===== src/rtl/quad_step_pkg.sv =====
// Shared types and Gray-code helpers for the quadrature step decoder.
// Phase pairs are packed {A, B}; the forward order is 00 -> 10 -> 11 -> 01 -> 00.
package quad_step_pkg;

    typedef logic [1:0] quad_phase_t;

    localparam quad_phase_t PH_00 = 2'b00;
    localparam quad_phase_t PH_10 = 2'b10;
    localparam quad_phase_t PH_11 = 2'b11;
    localparam quad_phase_t PH_01 = 2'b01;

    typedef enum logic [1:0] {
        DIR_NONE,
        DIR_FWD,
        DIR_REV,
        DIR_ILLEGAL
    } quad_dir_t;

    function automatic quad_phase_t quad_fwd_next(quad_phase_t p);
        quad_phase_t n;
        n = PH_00;
        unique case (p)
            PH_00: n = PH_10;
            PH_10: n = PH_11;
            PH_11: n = PH_01;
            PH_01: n = PH_00;
            default: n = PH_00;
        endcase
        return n;
    endfunction

    // A reverse step is a forward step seen from the other side.
    function automatic quad_dir_t quad_dir(quad_phase_t prev, quad_phase_t curr);
        quad_dir_t d;
        if (prev == curr) begin
            d = DIR_NONE;
        end else if (curr == quad_fwd_next(prev)) begin
            d = DIR_FWD;
        end else if (prev == quad_fwd_next(curr)) begin
            d = DIR_REV;
        end else begin
            d = DIR_ILLEGAL;
        end
        return d;
    endfunction

endpackage


===== src/rtl/quad_phase_filter.sv =====
// Synchronizer plus glitch filter for one raw encoder phase.
// The filtered output follows the synchronized input only after FILTER_LEN consecutive differing edges.
module quad_phase_filter #(
    parameter int unsigned SYNC_STAGES = 2,
    parameter int unsigned FILTER_LEN  = 4
) (
    input  logic clk,
    input  logic rst,
    input  logic raw,
    output logic filt
);

    localparam int unsigned CNT_W = $clog2(FILTER_LEN + 1);
    localparam logic [CNT_W-1:0] CNT_LAST = CNT_W'(FILTER_LEN - 1);

    logic [SYNC_STAGES-1:0] sync_q;
    logic [CNT_W-1:0]       cnt_q;
    logic                   filt_q;
    logic                   sampled;

    assign sampled = sync_q[SYNC_STAGES-1];

    always_ff @(posedge clk) begin
        if (rst) begin
            sync_q <= '0;
            cnt_q  <= '0;
            filt_q <= 1'b0;
        end else begin
            sync_q <= {sync_q[SYNC_STAGES-2:0], raw};
            if (sampled == filt_q) begin
                cnt_q <= '0;
            end else if (cnt_q == CNT_LAST) begin
                // This edge completes the run, so the count can never pass FILTER_LEN-1.
                filt_q <= sampled;
                cnt_q  <= '0;
            end else begin
                cnt_q <= cnt_q + CNT_W'(1);
            end
        end
    end

    assign filt = filt_q;

endmodule


===== src/rtl/quad_step_decoder.sv =====
// Quadrature step decoder: filters phases A/B and emits one registered up/down pulse per Gray step.
// Define QUAD_STEP_ERR_EN to add the sticky illegal-transition output `err`.
module quad_step_decoder
    import quad_step_pkg::*;
#(
    parameter int unsigned SYNC_STAGES = 2,
    parameter int unsigned FILTER_LEN  = 4
) (
    input  logic clk,
    input  logic rst,
    input  logic enc_a,
    input  logic enc_b,
    output logic up,
`ifdef QUAD_STEP_ERR_EN
    output logic down,
    output logic err
`else
    output logic down
`endif
);

    logic        a_f;
    logic        b_f;
    quad_phase_t curr;
    quad_phase_t prev_q;
    quad_dir_t   dir;
    logic        moved;
    logic        armed_q;
    logic        up_q;
    logic        down_q;

    quad_phase_filter #(
        .SYNC_STAGES(SYNC_STAGES),
        .FILTER_LEN (FILTER_LEN)
    ) u_filt_a (
        .clk (clk),
        .rst (rst),
        .raw (enc_a),
        .filt(a_f)
    );

    quad_phase_filter #(
        .SYNC_STAGES(SYNC_STAGES),
        .FILTER_LEN (FILTER_LEN)
    ) u_filt_b (
        .clk (clk),
        .rst (rst),
        .raw (enc_b),
        .filt(b_f)
    );

    assign curr  = {a_f, b_f};
    assign moved = (curr != prev_q);
    assign dir   = quad_dir(prev_q, curr);

    // Until armed, a movement only records the resting position, so a non-00 rest emits nothing.
    always_ff @(posedge clk) begin
        if (rst) begin
            prev_q  <= PH_00;
            armed_q <= 1'b0;
            up_q    <= 1'b0;
            down_q  <= 1'b0;
        end else begin
            up_q   <= armed_q && (dir == DIR_FWD);
            down_q <= armed_q && (dir == DIR_REV);
            if (moved) begin
                prev_q  <= curr;
                armed_q <= 1'b1;
            end
        end
    end

    assign up   = up_q;
    assign down = down_q;

`ifdef QUAD_STEP_ERR_EN
    logic err_q;

    always_ff @(posedge clk) begin
        if (rst) begin
            err_q <= 1'b0;
        end else if (armed_q && (dir == DIR_ILLEGAL)) begin
            err_q <= 1'b1;
        end
    end

    assign err = err_q;
`endif

endmodule


===== config.mk =====
export PLATFORM = sky130hd
export DESIGN_NAME = quad_step_decoder
export DESIGN_NICKNAME = d
export VERILOG_FILES = /design/src/rtl/quad_step_pkg.sv /design/src/rtl/quad_phase_filter.sv /design/src/rtl/quad_step_decoder.sv
export SDC_FILE = /design/constraint.sdc
export NUM_CORES = 1
export LEC_CHECK = 0
export CAP_MARGIN = 20
export CORE_UTILIZATION = 40
export CTS_CLUSTER_DIAMETER = 60
export CTS_CLUSTER_SIZE = 12
export DETAILED_ROUTE_END_ITERATION = 8
export PLACE_DENSITY = 0.71
export SLEW_MARGIN = 20
export SYNTH_ARGS = -nofsm -noshare
export SYNTH_HDL_FRONTEND = slang
export SYNTH_SLANG_ARGS = --single-unit

===== constraint.sdc =====
create_clock -name clk -period 2 [get_ports clk]
set_clock_uncertainty 0.1 [all_clocks]
set_input_delay 0.3 -clock clk [delete_from_list [all_inputs] [get_ports clk]]
set_output_delay 0.3 -clock clk [all_outputs]
set_load 0.005 [all_outputs]

==> impl_metrics.csv, run 1 <==
group,metric,value,unit
synthesis,synthArstFlopShare,0,
final_layout,multi_input_area,251,um^2
route,antenna_left,0,
route,viasPerCell,4.91,
clock_tree,cts_root_buf,"clkbuf_4",
setup_path,crit_slowest_cell,"clkdlybuf4s50_1",
die,coreArea,1350,um^2
sta,min_period,1.49,ns
synthesis,ys_seq_elements,17,
setup_path,cp_max_fo,1,
power_and_ir_drop,finalPower,0.000542,W
place,place_congestion,0.655,
die,rows,13,
route,vias,368,
sta,maxSlewViolCount,0,
die,fp.dieW,41.0,um
synthesis,synth_area_per_cell,12.2,um^2
final_layout,nNetsFinal,69,
setup_path,worstSetupEndpointType,"output pin",
sta,finalWorstSetupSlack,0.509,ns
final_layout,regArea,340,um^2
setup_path,crit_type,"flop to output pin",
clock_tree,cts_tree,"built",
die,start_util,0.450,
route,wirelength,707,um
place,hpwl,560,um
final_layout,final_layout_size_suffix_gt1_frac,0.150,
setup_path,cpPeakStageDelay,0.48,ns
setup_path,critPathTopFamily,"buffers and inverters",
clock_tree,ctsHtreeMaxLevel,1,
sta,finalSetupViolations,0,
sta,fmax,671,MHz
power_and_ir_drop,vdd_ir_drop_max,0.519,mV
synthesis,syn_area,608,um^2
sta,rsz0062_at_grt,"false",
power_and_ir_drop,power.density,758,nW/um^2
synthesis,yosys_warnings,0,
job,maxCapViolCount,0,
clock_tree,clk_pin_slew,0.10,ns
synthesis,synth_edf_count,0,
sta,hold_violations,0,
clock_tree,postCtsSetupBuffers,0,
setup_path,critPathBufInv,1,
grt,gr-total-overflow,0,
clock_tree,hold_buffers,0,
synthesis,ys_seq_area_frac,0.560,
setup_path,cp.required,1.60,ns
place,dp_slack,0.555,ns
route,wire_per_inst,9.43,um
die,die-area,1680,um^2
final_layout,fillers,128,
sta,worst_pin_slew,0.292,ns
clock_tree,cts_made_buffers,3,
final_layout,syn_to_final_growth,17.5,%
clock_tree,cts_resized,0,
die,io_pins,6,
hold_path,min-delay-start,"u_filt_a.cnt_q[0]$_SDFF_PP0_",
grt,grt_max_degree,11,
grt,grt_pass1_vias,300,
clock_tree,clk_path_buf_depth,2,
hold_path,holdCritPathClass,"flop to flop",
synthesis,yosysUniqueCellTypes,14,
clock_tree,cts.sinks,17,
setup_path,timing.rr.start,"u_filt_b.cnt_q[0]$_SDFF_PP0_",
grt,antenna_found_initial,0,
route,drt_iter0_drc,0,
synthesis,synth-main-ff-cell,"dfxtp_1",
clock_tree,insertion_delay,0.29,ns
setup_path,crit_chain,"clkdlybuf4s50_1",
grt,grt_usage,0.114,
place,port_buffers,5,
sta,setup_tns,0,ns
power_and_ir_drop,p_leak,0.264,nW
sta,period_share,0.745,
final_layout,insertedDiodeCount,0,
setup_path,cp-startpoint,"down$_SDFF_PP0_",
route,first_pass_iters,1,
sta,max_slew_margin,0.804,
setup_path,arrival,1.09,ns
synthesis,syn_inst,50,
die,die_h,41.0,um
route,drc_errors,0,
grt,grt_pass1_wl,1.15,mm
setup_path,start_kind,"flop",
synthesis,synth_nets,58,
outcome,status,"completed",
-- final cells by class --
cell class	count	area share
Clock buffer	3	0.0315
Clock inverter	1	0.00701
Timing Repair Buffer	7	0.0911
Tap cell	15	0.0263
Inverter	3	0.0158
Sequential cell	17	0.476
Multi-Input combinational cell	29	0.352
-- per-layer routing --
| metal | global-route usage | share of wire | up-vias |
|---|---|---|---|
| li1 | - | - | 193 |
| met1 | 0.142 | 0.51 | 163 |
| met3 | 0.0489 | 0.054 | 4 |
| met4 | 0.100 | 0.030 | 0 |
| met5 | 0 | 0 | - |
| met2 | 0.145 | 0.40 | 8 |
-- synthesized netlist by cell type (2+ instances only) --
cell	number	area [um^2]
nor4_1	4	25.0
mux2i_1	2	20.0
dfxtp_1	17	340
inv_1	3	11.3
nor2_1	2	7.51
nor4b_2	2	30.0
nor2b_1	6	37.5
ha_1	4	50.1
xnor2_1	5	43.8
-- per-stage QoR --
stage	std cells	hold WS, ns	utilization	area, um^2
floorplan	50	0.272	-	608
global placement	71	0.327	0.509	687
detailed placement	71	0.323	0.509	687
CTS	75	0.337	0.529	714
global route	75	0.356	0.529	714
finish	75	0.332	0.529	714
-- where the power goes --
group	switching [W]	total (W)	internal, W
logic	0.00000841	0.0000205	0.0000121
registers	0.00000196	0.000345	0.000343
clock network	0.000102	0.000176	0.0000743
total	0.000112	0.000542	0.000430
-- sequential cells by signal (all words and copies together) (netlist names) --
signal	flops
u_filt_a.sync_q	2
u_filt_b.sync_q	2
prev_q	2
up	1
u_filt_a.filt	1
u_filt_b.filt	1
u_filt_a.cnt_q	3
u_filt_b.cnt_q	3
down	1
armed_q	1
-- kinds of logic (layout without fill, tap and decap cells) --
family | after synthesis | in the layout | synth area share
compound gates | 1 | 1 | 0.0103
xor+xnor | 6 | 6 | 0.0864
fa+ha+maj | 4 | 4 | 0.0823
buf+inv | 4 | 14 | 0.0267
flops | 17 | 17 | 0.560
mux | 2 | 2 | 0.0329
simple gates | 16 | 16 | 0.202
-- final timing paths --
path / slack [ns] / to / depth (start not counted)
setup reg to reg: 0.79 / u_filt_b.cnt_q[2]$_SDFF_PP0_ / 3
hold / removal: 0.33 / u_filt_a.cnt_q[0]$_SDFF_PP0_ / 1
hold reg to reg: 0.33 / u_filt_a.cnt_q[0]$_SDFF_PP0_ / 1
setup / recovery: 0.51 / down / 1
-- placed cells by master (no fill, tap or decap), drive strengths merged --
| cell type | Yosys | final |
|---|---|---|
| a31oi | 1 | 1 |
| and4b | 1 | 1 |
| buf | 1 | 2 |
| clkbuf | 0 | 3 |
| clkdlybuf4s50 | 0 | 5 |
| clkinv | 0 | 1 |
| dfxtp | 17 | 17 |
| ha | 4 | 4 |
| inv | 3 | 3 |
| mux2i | 2 | 2 |
| nor2 | 2 | 2 |
| nor2b | 6 | 6 |
| nor4 | 5 | 5 |
| nor4b | 2 | 2 |
| xnor2 | 5 | 5 |
| xor2 | 1 | 1 |
Note: power is estimated with default switching activity, not from simulation.
==> run 2, diff against run 1 <==
==> constraint.sdc (replaced) <==
create_clock -name clk -period 1.5 [get_ports clk]
set_clock_uncertainty 0.1 [all_clocks]
set_input_delay 0.225 -clock clk [delete_from_list [all_inputs] [get_ports clk]]
set_output_delay 0.225 -clock clk [all_outputs]
set_load 0.005 [all_outputs]
==> run 2 against run 1 <==
  * Hold slack better by 0.011 ns
  * Sequential power is 33% higher
  * Flip-flop and latch count is the same
  * Combinational power increased by 36%
  * Die area is the same
  * Wire length up 8.8%
  * Utilization is 0.093 points lower
  * Global-route usage is 1.1 points higher
  * Cell count stayed put
  * Critical path depth did not move
  * Register-to-register slack got worse by 0.52 ns
==> impl_metrics.csv, run 2 (synthesis results as in run 1) <==
group,metric,value,unit
sta,worst_pin_slew,0.289,ns
final_layout,final_layout_size_suffix_gt1_frac,0.133,
die,start_util,0.450,
hold_path,holdCritPathClass,"flop to flop",
setup_path,start_kind,"flop",
route,viasPerCell,4.71,
final_layout,multi_input_area,251,um^2
die,coreArea,1350,um^2
place,place_congestion,0.684,
power_and_ir_drop,p_comb_frac,0.039,
route,drc_errors,0,
sta,finalSetupViolations,0,
route,drt_iter0_drc,2,
power_and_ir_drop,switching_share,0.193,
power_and_ir_drop,power_switching,0.000138,W
setup_path,crit_chain,"clkdlybuf4s50_1",
route,vias,353,
clock_tree,clk_pin_slew,0.09,ns
die,fp.dieW,41.0,um
clock_tree,cts_resized,0,
power_and_ir_drop,p_seq_frac,0.644,
final_layout,fillers,132,
final_layout,top_regs,"u_filt_a.cnt_q x3, u_filt_b.cnt_q x3",
setup_path,crit_slowest_cell,"clkdlybuf4s50_1",
sta,setup_tns,0,ns
final_layout,fin_area,713,um^2
die,rows,13,
die,die_h,41.0,um
setup_path,arrival,1.08,ns
clock_tree,cts.sinks,17,
clock_tree,cts_made_buffers,3,
setup_path,critPathTopFamily,"buffers and inverters",
clock_tree,cts_tree,"built",
clock_tree,postCtsSetupBuffers,0,
clock_tree,cts_root_buf,"clkbuf_4",
grt,antenna_found_initial,0,
setup_path,cpPeakStageDelay,0.49,ns
sta,hold_violations,0,
place,port_buffers,5,
route,wirelength,769,um
final_layout,mostFrequentLayoutCells,"17 x dfxtp_1, 6 x nor2b_1, 5 x xnor2_1, 5 x clkdlybuf4s50_1",
grt,gr-total-overflow,0,
sta,rsz0062_at_grt,"false",
clock_tree,clk_path_buf_depth,2,
sta,maxSlewViolCount,0,
grt,grt_pass1_wl,1.28,mm
final_layout,final_common_cell,"dfxtp_1",
setup_path,worstSetupEndpointType,"output pin",
setup_path,cp_max_fo,1,
sta,min_period,1.41,ns
place,placed_cell_area,687,um^2
power_and_ir_drop,p_leak,0.261,nW
power_and_ir_drop,vdd_ir_drop_max,0.680,mV
power_and_ir_drop,pwr-share-clk,0.317,
grt,grt_usage,0.125,
final_layout,syn_to_final_growth,17.3,%
setup_path,cp.required,1.17,ns
power_and_ir_drop,p_int,0.000577,W
power_and_ir_drop,power.density,1000,nW/um^2
die,die-area,1680,um^2
final_layout,regArea,340,um^2
route,antenna_left,0,
setup_path,crit_type,"flop to output pin",
route,wire_per_inst,10.3,um
outcome,status,"completed",
sta,max_slew_margin,0.806,
final_layout,nNetsFinal,69,
route,first_pass_iters,4,
clock_tree,insertion_delay,0.28,ns
setup_path,critPathBufInv,1,
job,maxCapViolCount,0,
place,hpwl,592,um
grt,grt_pass1_vias,327,
clock_tree,ctsHtreeMaxLevel,1,
grt,grt_max_degree,10,
die,io_pins,6,
sta,period_share,0.937,
clock_tree,hold_buffers,0,
sta,fmax,711,MHz
final_layout,insertedDiodeCount,0,
-- run 2: changes by cell type in the layout (fill, tap and decap cells not counted), sizes merged --
| cell | change |
|---|---|
| clkbuf | +1 |
| clkinv | -1 |
-- run 2: worst paths after layout --
check / from / end / slack, ns / depth (start not counted)
hold / removal: u_filt_a.sync_q[0]$_SDFF_PP0_ / u_filt_a.sync_q[1]$_SDFF_PP0_ / 0.34 / 1
setup / recovery: down$_SDFF_PP0_ / down / 0.09 / 1
setup reg to reg: u_filt_b.cnt_q[0]$_SDFF_PP0_ / u_filt_b.cnt_q[0]$_SDFF_PP0_ / 0.27 / 3
hold reg to reg: u_filt_a.sync_q[0]$_SDFF_PP0_ / u_filt_a.sync_q[1]$_SDFF_PP0_ / 0.34 / 1
-- run 2: layout make-up --
cell class | instances | share of cell area
Tap cell | 15 | 0.0263
Sequential cell | 17 | 0.477
Clock buffer | 4 | 0.0368
Multi-Input combinational cell | 29 | 0.353
Timing Repair Buffer | 7 | 0.0912
Inverter | 3 | 0.0158
-- run 2: layer usage --
| metal | routed length (um) | vias to the layer above | track usage |
|---|---|---|---|
| met3 | 27 | 2 | 0.0326 |
| met4 | 6 | 0 | 0.100 |
| met1 | 369 | 154 | 0.141 |
| met5 | 0 | - | 0 |
| li1 | - | 191 | - |
| met2 | 364 | 6 | 0.195 |
-- run 2: worst reg2reg max path: stages, from the launching register on --
cell,delay [ns]
dfxtp_1,0.33
ha_1,0.19
ha_1,0.24
nor4_1,0.28
-- run 2: power by group through the flow --
stage	Combinational (W)	Sequential [W]	Clock, W
after floorplan	0.0000131	0.000470	0
after global placement	0.0000275	0.000471	0
after detailed placement	0.0000280	0.000471	0
after CTS	0.0000281	0.000460	0.000235
after global routing	0.0000309	0.000461	0.000257
final	0.0000278	0.000460	0.000227
-- run 2: stage by stage --
| stage | worst slack, ns | std cells | utilization | hold WS (ns) | power [W] |
|---|---|---|---|---|---|
| 2_1_floorplan | 0.347 | 50 | - | 0.197 | 0.000483 |
| 3_3_place_gp | 0.161 | 71 | 0.509 | 0.323 | 0.000498 |
| 3_5_place_dp | 0.120 | 71 | 0.509 | 0.324 | 0.000499 |
| 4_1_cts | 0.0795 | 75 | 0.528 | 0.345 | 0.000724 |
| 5_1_grt | 0.0448 | 75 | 0.528 | 0.354 | 0.000749 |
| 6_report | 0.0943 | 75 | 0.528 | 0.343 | 0.000715 |
